## config.mk

```make
export PLATFORM = sky130hd
export DESIGN_NAME = fifo_write_arbiter_flat
export DESIGN_NICKNAME = d
export VERILOG_FILES = /design/src/rtl/fifo_write_arbiter_if.sv /design/src/rtl/fifo_write_arbiter.sv /design/src/flat_wrapper.sv
export SDC_FILE = /design/constraint.sdc
export NUM_CORES = 1
export LEC_CHECK = 0
export ABC_AREA = 1
export CAP_MARGIN = 0
export CORE_UTILIZATION = 34
export CTS_CLUSTER_SIZE = 20
export DETAILED_ROUTE_END_ITERATION = 10
export GPL_ROUTABILITY_DRIVEN = 0
export GPL_TIMING_DRIVEN = 0
export PLACE_DENSITY = 0.75
export SYNTH_ARGS = -nofsm -noshare
export SYNTH_HDL_FRONTEND = slang
export SYNTH_SLANG_ARGS = --single-unit
```

## constraint.sdc

```tcl
create_clock -name i_wclk -period 1.8 [get_ports i_wclk]
set_input_delay 0.36 -clock i_wclk [delete_from_list [all_inputs] [get_ports i_wclk]]
set_output_delay 0.36 -clock i_wclk [all_outputs]
set_load 0.02 [all_outputs]
```

## src/rtl/fifo_write_arbiter_if.sv

```systemverilog
// Requester-side and FIFO-side write bus shared by fifo_write_arbiter.
// The master modport is the arbiter; the slave modport is the requesters plus the FIFO.
interface fifo_write_arbiter_if #(
  parameter int NUM_REQ    = 4,
  parameter int DATA_WIDTH = 8
);
  logic [NUM_REQ-1:0]            req_valid;
  logic [NUM_REQ-1:0]            req_last;
  logic [NUM_REQ*DATA_WIDTH-1:0] req_data;
  logic [NUM_REQ-1:0]            req_ready;
  logic                          fifo_full;
  logic                          fifo_w_en;
  logic [DATA_WIDTH-1:0]         fifo_data;

  modport master (
    input  req_valid, req_last, req_data, fifo_full,
    output req_ready, fifo_w_en, fifo_data
  );

  modport slave (
    output req_valid, req_last, req_data, fifo_full,
    input  req_ready, fifo_w_en, fifo_data
  );
endinterface

```

## src/rtl/fifo_write_arbiter.sv

```systemverilog
// Round-robin arbiter sharing one FIFO write port among NUM_REQ requesters.
// Bounded bursts, one idle arbitration cycle per burst, combinational full backpressure.
module fifo_write_arbiter #(
  parameter int NUM_REQ    = 4,
  parameter int DATA_WIDTH = 8,
  parameter int MAX_BURST  = 4
) (
  input  logic                       i_wclk,
  input  logic                       i_wrst,
  fifo_write_arbiter_if.master       bus,
  output logic [$clog2(NUM_REQ)-1:0] o_grant_id,
  output logic                       o_busy,
  output logic                       o_burst_done
);

  localparam int GW = $clog2(NUM_REQ);
  localparam int BW = $clog2(MAX_BURST + 1);

  localparam logic [0:0] ST_IDLE  = 1'b0;
  localparam logic [0:0] ST_BURST = 1'b1;

  logic [0:0]            r_state;
  logic [GW-1:0]         r_rr_ptr;
  logic [GW-1:0]         r_grant_id;
  logic [BW-1:0]         r_beat_cnt;

  logic                  w_in_burst;
  logic                  w_any_valid;
  logic [GW-1:0]         w_pick;
  int                    w_j;
  logic                  w_g_valid;
  logic                  w_g_last;
  logic [DATA_WIDTH-1:0] w_g_data;
  logic                  w_accept;
  logic                  w_end;
  logic [GW-1:0]         w_next_ptr;

  assign w_in_burst  = (r_state == ST_BURST);
  assign w_any_valid = |bus.req_valid;

  // Scan from the highest rotation offset down so the lowest offset from rr_ptr wins.
  always_comb begin
    w_pick = '0;
    w_j    = 0;
    for (int k = NUM_REQ - 1; k >= 0; k--) begin
      w_j = int'(r_rr_ptr) + k;
      if (w_j >= NUM_REQ) w_j = w_j - NUM_REQ;
      if (bus.req_valid[w_j]) w_pick = GW'(w_j);
    end
  end

  always_comb begin
    w_g_valid = 1'b0;
    w_g_last  = 1'b0;
    w_g_data  = '0;
    for (int i = 0; i < NUM_REQ; i++) begin
      if (r_grant_id == GW'(i)) begin
        w_g_valid = bus.req_valid[i];
        w_g_last  = bus.req_last[i];
        w_g_data  = bus.req_data[i*DATA_WIDTH +: DATA_WIDTH];
      end
    end
  end

  // Full gates the write with no register in the path, so a write never lands on full.
  assign w_accept = w_in_burst & w_g_valid & ~bus.fifo_full;

  assign w_end = w_in_burst &
                 (~w_g_valid |
                  (w_accept & (w_g_last | (r_beat_cnt == BW'(MAX_BURST - 1)))));

  assign w_next_ptr = (r_grant_id == GW'(NUM_REQ - 1)) ? '0 : r_grant_id + GW'(1);

  always_comb begin
    bus.req_ready = '0;
    for (int i = 0; i < NUM_REQ; i++) begin
      bus.req_ready[i] = w_accept & (r_grant_id == GW'(i));
    end
  end

  assign bus.fifo_w_en = w_accept;
  assign bus.fifo_data = w_g_data;

  assign o_grant_id   = r_grant_id;
  assign o_busy       = w_in_burst;
  assign o_burst_done = w_end;

  always_ff @(posedge i_wclk or negedge i_wrst) begin
    if (!i_wrst) begin
      r_state    <= ST_IDLE;
      r_rr_ptr   <= '0;
      r_grant_id <= '0;
      r_beat_cnt <= '0;
    end else if (r_state == ST_IDLE) begin
      if (w_any_valid) begin
        r_grant_id <= w_pick;
        r_beat_cnt <= '0;
        r_state    <= ST_BURST;
      end
    end else begin
      if (w_end) begin
        r_state    <= ST_IDLE;
        r_rr_ptr   <= w_next_ptr;
        r_beat_cnt <= '0;
      end else if (w_accept) begin
        r_beat_cnt <= r_beat_cnt + BW'(1);
      end
    end
  end

endmodule

```

## src/flat_wrapper.sv

```systemverilog
// flat-port wrapper written by rule: the top's interface ports become plain ports
module fifo_write_arbiter_flat 
#(
  parameter int NUM_REQ    = 4,
  parameter int DATA_WIDTH = 8,
  parameter int MAX_BURST  = 4
)
  (i_wclk, i_wrst, o_grant_id, o_busy, o_burst_done, bus_req_valid, bus_req_last, bus_req_data, bus_fifo_full, bus_req_ready, bus_fifo_w_en, bus_fifo_data);
  fifo_write_arbiter_if #(.NUM_REQ(NUM_REQ), .DATA_WIDTH(DATA_WIDTH)) bus_i ();
  input  logic i_wclk;
  input  logic i_wrst;
  output logic [$clog2(NUM_REQ)-1:0] o_grant_id;
  output logic o_busy;
  output logic o_burst_done;
  input wire logic [$bits(bus_i.req_valid)-1:0] bus_req_valid;
  input wire logic [$bits(bus_i.req_last)-1:0] bus_req_last;
  input wire logic [$bits(bus_i.req_data)-1:0] bus_req_data;
  input wire logic [$bits(bus_i.fifo_full)-1:0] bus_fifo_full;
  output wire logic [$bits(bus_i.req_ready)-1:0] bus_req_ready;
  output wire logic [$bits(bus_i.fifo_w_en)-1:0] bus_fifo_w_en;
  output wire logic [$bits(bus_i.fifo_data)-1:0] bus_fifo_data;
  assign bus_i.req_valid = bus_req_valid;
  assign bus_i.req_last = bus_req_last;
  assign bus_i.req_data = bus_req_data;
  assign bus_i.fifo_full = bus_fifo_full;
  assign bus_req_ready = bus_i.req_ready;
  assign bus_fifo_w_en = bus_i.fifo_w_en;
  assign bus_fifo_data = bus_i.fifo_data;
  fifo_write_arbiter #(.NUM_REQ(NUM_REQ), .DATA_WIDTH(DATA_WIDTH), .MAX_BURST(MAX_BURST)) u_core (.i_wclk(i_wclk), .i_wrst(i_wrst), .bus(bus_i), .o_grant_id(o_grant_id), .o_busy(o_busy), .o_burst_done(o_burst_done));
endmodule
```

# Word-level counts from Yosys, hierarchy flattened
# Index checks and enable logic that the tools add are counted.
totals:
  in_bits: 43
  register_bits: 8
  out_inout_bits: 17
  wordCells: 85
op_classes:
  addsub: 9
  order_cmp: 8
  n_eq_ne: 5
  bitwise_logic: 13
  reduce_logical: 6
  muxes: 40
op_table:
  columns: ["cell", "count"]
  rows:
  - ["32-bit by 4-bit less-than comparator with 1-bit output (second input constant)", 4]
  - ["32-bit 2-to-1 mux", 4]
  - ["32-bit by 4-bit greater-or-equal comparator with 1-bit output (second input constant)", 3]
  - ["32-bit by 4-bit subtractor with 32-bit output (second input constant)", 3]
  - ["8-bit 2-to-1 mux", 4]
  - ["1-bit 2-to-1 mux", 19]
  - ["3-bit 2-to-1 mux", 4]
  - ["2-bit 2-to-1 mux", 5]
  - ["1-bit AND", 8]
  - ["1-bit binary-select mux with 2-bit select", 4]
  - ["2-bit by 2-bit adder with 3-bit output (second input constant)", 2]
  - ["2-bit AND reduction", 3]
  - ["2-bit == test (second input constant)", 2]
  - ["4-bit OR reduction", 1]
  - ["2-bit by 3-bit subtractor with 4-bit output (second input constant)", 1]
  - ["2-bit by 1-bit adder with 3-bit output (second input constant)", 1]
  - ["3-bit by 1-bit adder with 3-bit output (second input constant)", 1]
  - ["3-bit by 2-bit == test with 1-bit output (second input constant)", 1]
  - ["2-bit by 3-bit greater-or-equal comparator with 1-bit output (second input constant)", 1]
  - ["3-bit != test (second input constant)", 1]
  - ["1-bit NOT", 3]
  - ["2-bit by 1-bit adder with 2-bit output (second input constant)", 1]
  - ["2-bit by 1-bit == test with 1-bit output (second input constant)", 1]
  - ["2-bit zero test", 1]
  - ["other kinds (2)", 3]

# Logic depth before layout (Yosys ltp)
# Gate-level depths: netlist of the first run.
depth:
  ltp_word: 12
  depth_mapped: 13
  ltp_nobuf: 13

# Least setup slack after synthesis of the first run
# OpenSTA, ideal clock, no wires.
synth_timing:
  kind: "reg-to-output"
  from: "register u_core.r_grant_id[0], in the netlist u_core.o_grant_id[0]"
  to: "output port bus_req_ready[3]"
  t_required_ns: 1.440
  path_slack_ns: -0.304
  arrival_time_ns: 1.744
  stages_incl_launch_ff: 11
  path_buffers: 1
  path_cell_list: "dfrtp_1 -> inv_1 -> ha_1 -> inv_1 -> buf_4 -> nand3_2 -> a21oi_4 -> nand2_1 -> inv_2 -> nand2_1 -> inv_1"
synth_via:
  elab_chain_len: 8
  word_cells_on_any_way: 11
  cone_classes: "eq/ne: 3; mux: 4; bitwise: 3; reduce/logical: 1"
synth_lines:
  columns: ["element", "line_no", "text"]
  rows:
  - ["start: declaration", "fifo_write_arbiter.sv:24", "logic [GW-1:0] r_grant_id;"]
  - ["start signal: assignment", "fifo_write_arbiter.sv:96", "r_grant_id <= w_pick;"]
  - ["2-bit zero test", "fifo_write_arbiter.sv:57", "if (r_grant_id == GW'(i)) begin"]
  - ["1-bit 2-to-1 mux (3 in a row)", "fifo_write_arbiter.sv:57", null]
  - ["1-bit 2-to-1 mux *", "fifo_write_arbiter.sv:57", null]
  - ["1-bit AND * (2 in a row)", "fifo_write_arbiter.sv:66", "assign w_accept = w_in_burst & w_g_valid & ~bus.fifo_full;"]
  - ["named net bus_fifo_w_en", "flat_wrapper.sv:20", "output wire logic [$bits(bus_i.fifo_w_en)-1:0] bus_fifo_w_en;"]
  - ["1-bit AND *", "fifo_write_arbiter.sv:77", "bus.req_ready[i] = w_accept & (r_grant_id == GW'(i));"]
  - ["end: declaration", "flat_wrapper.sv:19", "output wire logic [$bits(bus_i.req_ready)-1:0] bus_req_ready;"]
# The timed path passes the listed nets; every way through them passes the cells marked *.

# Worst setup path in the final report of the first run
layout_timing:
  from: "register u_core.r_grant_id[0], in the netlist u_core.o_grant_id[0]"
  to: "output port o_burst_done"
layout_via:
  elab_chain_len: 10
  word_cells_on_any_way: 19
  cone_classes: "eq/ne: 3; mux: 8; bitwise: 7; reduce/logical: 1"
layout_lines:
  columns: ["element", "line_no", "text"]
  rows:
  - ["2-bit zero test", "fifo_write_arbiter.sv:57", null]
  - ["1-bit 2-to-1 mux (4 in a row)", "fifo_write_arbiter.sv:57", null]
  - ["1-bit AND (2 in a row)", "fifo_write_arbiter.sv:66", null]
  - ["1-bit AND", "fifo_write_arbiter.sv:70", "(w_accept & (w_g_last | (r_beat_cnt == BW'(MAX_BURST - 1)))));"]
  - ["1-bit bitwise OR *", "fifo_write_arbiter.sv:69", "(~w_g_valid |"]
  - ["1-bit AND *", "fifo_write_arbiter.sv:68", "assign w_end = w_in_burst &"]
  - ["end: declaration", "flat_wrapper.sv:14", "output logic o_burst_done;"]
# Mark *: on every way between the ends. The rest lies on a longest branch, timed or not.

==> results of run 1 <==
==> layout by cell type, fill, tap and decap left out, drive strengths merged <==
| master | n |
|---|---|
| dfrtp | 8 |
| dlymetal6s2s | 1 |
| nand4 | 4 |
| inv | 22 |
| ha | 6 |
| buf | 37 |
| nand3 | 12 |
| clkdlybuf4s50 | 43 |
| xnor2 | 1 |
| nor2 | 10 |
| a21oi | 12 |
| dlygate4sd2 | 1 |
| nand2 | 66 |
| clkbuf | 4 |
| o21ai | 24 |
| or2 | 1 |
==> sequential cells by signal, indices dropped and copies added, names as in the netlist <==
| register | cells |
|---|---|
| u_core.o_busy | 1 |
| u_core.o_grant_id | 2 |
| u_core.r_rr_ptr | 2 |
| u_core.r_beat_cnt | 3 |
==> kinds of logic (layout without fill, tap and decap cells) <==
kind of cell	after synthesis	in the layout
and+or+nand+nor	93	93
AOI/OAI and AO/OA	36	36
buffers and inverters	28	108
DFF	8	8
adders and majority gates	6	6
xor gates and xnor gates	1	1
==> synth_stat cells, drive strengths merged <==
master,instances
ha,6
xnor2,1
nand4,4
inv,22
nand2,66
nor2,10
nand3,12
buf,6
o21ai,24
or2,1
a21oi,12
dfrtp,8
==> repair_timing <==
item                       4_1_cts  5_1_grt
hold buffers                     0        0
setup endpoints to repair       14       19
gates cloned                     0        0
resized for setup              117       26
pin swaps                       14       18
buffers inserted                16        5
==> metal layers <==
| metal | track usage (%) | up-vias | routed length [um] |
|---|---|---|---|
| li1 | - | 718 | - |
| met1 | 23.9 | 616 | 1510 |
| met2 | 41.5 | 62 | 1830 |
| met3 | 4.08 | 5 | 300 |
| met4 | 6.97 | 0 | 38 |
| met5 | 0 | - | 0 |
==> final cells by class <==
class	instances	area (sq um)	area share [%]
Inverter	22	92.6	4.38
Timing Repair Buffer	76	768	36.4
Buffer	6	75.1	3.55
Clock buffer	4	26.3	1.24
Tap cell	31	38.8	1.84
Sequential cell	8	203	9.60
Multi-Input combinational cell	136	908	43.0
==> path summary, 6_finish.rpt <==
check / startpoint / to / slack, ns
max reg2reg: u_core.o_grant_id[0] / u_core.r_beat_cnt[1] / 0
min: i_wrst / u_core.r_rr_ptr[1] / 0.37
max in group asynchronous: i_wrst / u_core.o_grant_id[0] / 1.15
max: u_core.o_grant_id[0] / o_burst_done / -0.36
min in group i_wclk: u_core.r_beat_cnt[2] / u_core.r_beat_cnt[2] / 0.49
min reg2reg: u_core.r_beat_cnt[2] / u_core.r_beat_cnt[2] / 0.49
==> power breakdown <==
| part | leakage, nW | switching [W] | internal, W | total (W) |
|---|---|---|---|---|
| registers | 0.0996 | 0.000114 | 0.000258 | 0.000372 |
| clock network | 0.0150 | 0.0000641 | 0.0000850 | 0.000149 |
| logic | 0.882 | 0.00177 | 0.00164 | 0.00341 |
==> stage by stage <==
stage	power (W)	utilization, %
after CTS	0.00370	72.0
final	0.00393	75.3
after detailed placement	0.00288	62.9
after floorplan	0.00210	-
after global placement	0.00284	62.9
after global routing	0.00424	75.3
==> key figures, run 1 <==
Die
  • IO Pins: 60
  • Core ar.: 2810 sq um
  • Initial Utilization: 36.7%
  • Num rows: 19
  • Die Ht: 57.0 um
  • Die ar.: 3250 sq um
  • Die Wd: 57.0 um

Setup path
  • Crit start category: register
  • CP delay by family, top: flip-flops
  • Crit path buf inv count: 4
  • Critical Path AT: 1.80 ns
  • Crit. End Element: output pin
  • Crit-path max FO: 4
  • Critical Path RT: 1.44 ns
  • WS Path Type: reg2out
  • FF-to-FF path depth: 12
  • Cells traversed along the worst timing path: inv_4 -> ha_4 -> nand2_2 -> nand2_2 -> nand3_4 -> a21oi_4 -> buf_6 -> nand2_4 -> nand2_4 -> inv_4 -> buf_6
  • Max incr delay on CP: 0.47 ns
  • Stages on the worst setup path: 11
  • Critical-path top delay cell: dfrtp_2

Synth
  • Syn Area/Cell: 5.99 sq um
  • Post-synth top area share: 23.0%
  • Multiplexer area fraction after synthesis: 0%
  • Simple-gate share of the synthesized area: 39.5%
  • Cell count after synthesis: 172
  • Largest family of logic cells by synthesized area: simple AND/OR/NAND/NOR gates
  • XOR/XNOR Fraction of Synth Area: 0.851%
  • Library cells used by synthesis: 22
  • Post-synthesis compound-gate area fraction: 20.0%
  • Net Count, Synth: 221
  • Yosys reg bits: 8
  • Top cells by area, synth: nand2_1 (23%), dfrtp_1 (19%), o21ai_0 (8.7%)
  • Ys Warns: 0
  • Post-synthesis adder-cell area fraction: 7.29%
  • Mapped Area: 1030 sq um
  • Post-synthesis sequential area ratio: 19.4%
  • Cell accounting for the most synthesized area: nand2_1

Detailed routing
  • Routed WL per cell: 13.0 um
  • WL final: 3.68 mm
  • DRC: 20
  • DR vias: 1401
  • Starting DRT DRC Count: 94
  • Pre-antenna DRT Iters: 7
  • Antenna-violating nets left: 0
  • Vias/cell: 4.95

CTS
  • CTS tree: yes
  • CTS Buffer Depth: 2
  • # clock sinks: 8
  • TritonCTS buffer count: 3
  • Root buffer cell: clkbuf_4
  • H-tree Lvls: 1
  • Worst-path clk slew: 0.06 ns
  • Clk_lat worst skew: 0.26 ns

Finish
  • Fraction of layout cells with a size suffix above 1: 40.1%
  • Diodes inserted: 0
  • Design area: 2110 sq um
  • Post-route insts no fill: 283
  • Final Net Count: 302
  • Filler cells: 220
  • Area Growth Syn to Fin: 105%

Timing
  • Fin. Hold Viols: 0
  • Setup violations, final: 14
  • Final setup margin: -0.361 ns
  • Pins Over Slew Limit: 0
  • Worst rel slew slack: 76.1%
  • Final setup TNS: -4.37 ns
  • Fin crit share: 120%
  • Min cycle time layout: 2.16 ns
  • Clk_skew: 0.00966 ns
  • Worst Max-Slew Pin Slew: 0.358 ns
  • Achievable Freq: 463 MHz
  • Hold slack: 0.372 ns
  • RSZ-0062 raised after global routing: true

Power and ir drop
  • Cell Pwr Density: 1860 nW/um^2
  • VDD IR max: 1.37 mV
  • Leakage: 0.996 nW

Status
  • Status: complete, but fails checks
  • Failing checks: DRC, setup timing

Worst hold path
  • Worst Hold Class: in2async

Global routing
  • First-pass GRT wire length: 5.65 mm
  • GRT Residual Overflow: 0
  • Initial antenna violation count: 0
  • GRT Overall Usage: 21.7%
  • Number of global-route vias before repair: 1389
  • Pin count of the biggest net entering global routing: 11

Placement
  • Placed cell areas: 1770 sq um
  • Pre-CTS setup slack: -0.808 ns
  • Post-DP HPWL: 2.46 mm
  • PortBufs: 59
  • Placed Cells: 262

Run
  • Max Cap Violations: 0
(Power assumes the default switching activity.)
==> run 2, diff against run 1 <==
--- a/config.mk
+++ b/config.mk
@@ -7,12 +7,13 @@
 export LEC_CHECK = 0
 export ABC_AREA = 1
 export CAP_MARGIN = 0
-export CORE_UTILIZATION = 34
+export CORE_UTILIZATION = 56
 export CTS_CLUSTER_SIZE = 20
 export DETAILED_ROUTE_END_ITERATION = 10
+export DONT_BUFFER_PORTS = 1
 export GPL_ROUTABILITY_DRIVEN = 0
 export GPL_TIMING_DRIVEN = 0
-export PLACE_DENSITY = 0.75
+export PLACE_DENSITY = 0.73
 export SYNTH_ARGS = -nofsm -noshare
 export SYNTH_HDL_FRONTEND = slang
 export SYNTH_SLANG_ARGS = --single-unit
==> run 2 against run 1 <==
  * The run ends with setup timing left
  * Die area shrank 38%
  * Sequential cell count is the same
  * Wire length shrank 29%
  * Core utilization grew 5.4 points
  * Critical path depth shrank 3
  * Via count shrank 19%
  * First-iteration DRC count shrank 68%
  * Sequential power grew 15%
  * Fmax grew 0.18%
  * Clock power shrank 7%
  * Worst setup slack gained 0.0039 ns
  * Global-route usage grew 4.0 points
==> key figures, run 2 (synthesis gave the netlist of run 1 again) <==
Global routing
  • GRT Residual Overflow: 0 (unchanged)
  • Pin count of the biggest net entering global routing: 11 (unchanged)
  • Number of global-route vias before repair: 905 (was 1389)
  • First-pass GRT wire length: 3.82 mm (was 5.65 mm)
  • GRT Overall Usage: 25.7% (was 21.7%)
  • Initial antenna violation count: 0 (unchanged)

Timing
  • Achievable Freq: 464 MHz (was 463 MHz)
  • Fin crit share: 120% (about the same)
  • Clk_skew: 0.00392 ns (was 0.00966 ns)
  • Final setup margin: -0.357 ns (was -0.361 ns)
  • Worst rel slew slack: 74.0% (was 76.1%)
  • Worst Max-Slew Pin Slew: 0.390 ns (was 0.358 ns)
  • Pins Over Slew Limit: 0 (unchanged)
  • Min cycle time layout: 2.16 ns (about the same)
  • Fin. Hold Viols: 0 (unchanged)
  • RSZ-0062 raised after global routing: true (unchanged)
  • Setup violations, final: 17 (was 14)

CTS
  • Clk_lat worst skew: 0.24 ns (was 0.26 ns)
  • CTS tree: yes (unchanged)
  • H-tree Lvls: 1 (unchanged)
  • CTS Buffer Depth: 2 (unchanged)
  • Worst-path clk slew: 0.05 ns (was 0.06 ns)
  • Root buffer cell: clkbuf_4 (unchanged)
  • TritonCTS buffer count: 3 (unchanged)
  • # clock sinks: 8 (unchanged)

Die
  • Initial Utilization: 59.6% (was 36.7%)
  • Die ar.: 2010 sq um (was 3250 sq um)
  • Core ar.: 1730 sq um (was 2810 sq um)
  • Die Wd: 44.9 um (was 57.0 um)
  • Num rows: 15 (was 19)
  • Die Ht: 44.9 um (was 57.0 um)
  • IO Pins: 60 (unchanged)

Finish
  • Post-route insts no fill: 212 (was 283)
  • Largest Register: u_core.r_beat_cnt (unchanged)
  • Most common cell after layout, fill and taps aside: nand2_1 (unchanged)
  • Final Net Count: 237 (was 302)
  • Area Growth Syn to Fin: 35.4% (was 105%)
  • Fraction of layout cells with a size suffix above 1: 33.2% (was 40.1%)
  • Post-layout util: 80.7% (was 75.3%)
  • Diodes inserted: 0 (unchanged)
  • Max reg flops: 3 (unchanged)
  • Most frequent cells in the layout: nand2_1 (60), inv_1 (15), nand3_1 (11), buf_4 (10), o21ai_2 (10) (was nand2_1 (46), clkdlybuf4s50_1 (43), buf_6 (23), nand2_2 (15))

Placement
  • PortBufs: 0 (was 59)
  • Pre-CTS setup slack: -0.205 ns (was -0.808 ns)
  • Post-DP HPWL: 1.92 mm (was 2.46 mm)
  • Placed Cells: 197 (was 262)

Detailed routing
  • Pre-antenna DRT Iters: 4 (was 7)
  • DR vias: 1135 (was 1401)
  • Starting DRT DRC Count: 30 (was 94)
  • Routed WL per cell: 12.3 um (was 13.0 um)
  • WL final: 2.60 mm (was 3.68 mm)
  • Antenna-violating nets left: 0 (unchanged)
  • DRC: 0 (was 20)
  • Vias/cell: 5.35 (was 4.95)

Power and ir drop
  • VDD IR max: 1.46 mV (was 1.37 mV)
  • Cell Pwr Density: 2170 nW/um^2 (was 1860 nW/um^2)
  • Leakage: 0.678 nW (was 0.996 nW)

Worst hold path
  • Worst Hold Class: in2async (unchanged)

Setup path
  • WS Path Type: reg2out (unchanged)
  • Crit-path max FO: 8 (was 4)
  • Critical Path RT: 1.44 ns (about the same)
  • Critical Path AT: 1.80 ns (about the same)
  • Crit. End Element: output pin (unchanged)
  • Crit start category: register (unchanged)

Run
  • Max Cap Violations: 0 (unchanged)

Status
  • Failing checks: setup timing (was DRC, setup timing)
  • Status: complete, but fails checks (unchanged)
==> run 2: cell count changes in the layout (fill, tap and decap cells not counted), moves of 2 or more <==
cell	change
buf_6	-19
clkdlybuf4s50_1	-43
inv_2	-2
nand2_1	+14
nand2_2	-13
o21ai_0	+2
o21ai_2	-4
o21ai_4	+3
==> run 2: critical path, cell delays in order, from the launching register on <==
cell and delay (ns):
dfrtp_2 0.52, inv_4 0.08, ha_4 0.18, buf_8 0.12
nor2_4 0.18, nand2_1 0.07, nand2_1 0.09, o21ai_2 0.07
o21ai_2 0.24
==> run 2: where the power goes <==
part           switching, W  internal, W
clock             0.0000548    0.0000844
sequential         0.000169     0.000257
combinational       0.00148     0.000985
total               0.00170      0.00133
==> run 2: worst paths after layout <==
path | from | to | slack [ns] | depth (start not counted)
worst max-delay path | u_core.o_grant_id[1] | bus_fifo_data[6] | -0.36 | 8
worst min-delay path | i_wrst | u_core.r_rr_ptr[1] | 0.45 | 1
worst max register to register | u_core.o_grant_id[0] | u_core.r_beat_cnt[0] | -0.03 | 11
worst min register to register | u_core.r_beat_cnt[2] | u_core.r_beat_cnt[2] | 0.49 | 2
max in group asynchronous | i_wrst | u_core.o_grant_id[1] | 1.07 | 1
min in group i_wclk | u_core.r_beat_cnt[2] | u_core.r_beat_cnt[2] | 0.49 | 2
==> run 2: repair_timing <==
item,CTS,global route
buffers inserted,5,5
endpoints found under the setup margin,14,19
hold endpoints to repair,8,0
pin swaps,14,14
cloned,0,0
hold buffers,1,0
resized for setup,20,15
==> run 2: area by class of cell <==
type | count | area (sq um)
multi-input cells | 136 | 876
fillers | 128 | 333
flip-flops and latches | 8 | 203
inverters | 22 | 97.6
repair buffers | 11 | 88.8
plain buffers | 6 | 71.3
well taps | 25 | 31.3
clock buffers | 4 | 26.3
==> run 2: per-layer routing <==
metal | vias to the layer above | track usage (%) | part of all wire, %
met5 | - | 0 | 0
li1 | 586 | - | -
met4 | 0 | 7.27 | 0.50
met2 | 42 | 45.0 | 52
met3 | 2 | 3.60 | 4.2
met1 | 505 | 33.0 | 43
==> run 2: metrics by stage <==
stage | hold slack (ns) | setup TNS (ns) | instance area (sq um) | power (W)
after CTS | 0.451 | -4.86 | 1290 | 0.00277
after global placement | 0.0646 | -1.58 | 1170 | 0.00232
after floorplan | 0.0644 | -0.247 | 1140 | 0.00210
after global routing | 0.469 | -6.30 | 1390 | 0.00331
after detailed placement | 0.0646 | -1.90 | 1170 | 0.00236
final | 0.455 | -4.42 | 1390 | 0.00303
==> run 3, diff against run 2 <==
--- a/config.mk
+++ b/config.mk
@@ -11,7 +11,6 @@
 export CTS_CLUSTER_SIZE = 20
 export DETAILED_ROUTE_END_ITERATION = 10
 export DONT_BUFFER_PORTS = 1
-export GPL_ROUTABILITY_DRIVEN = 0
 export GPL_TIMING_DRIVEN = 0
 export PLACE_DENSITY = 0.73
 export SYNTH_ARGS = -nofsm -noshare
==> results of run 3 <==
Same layout as run 2: the final DEF is identical, and so are final timing and power.
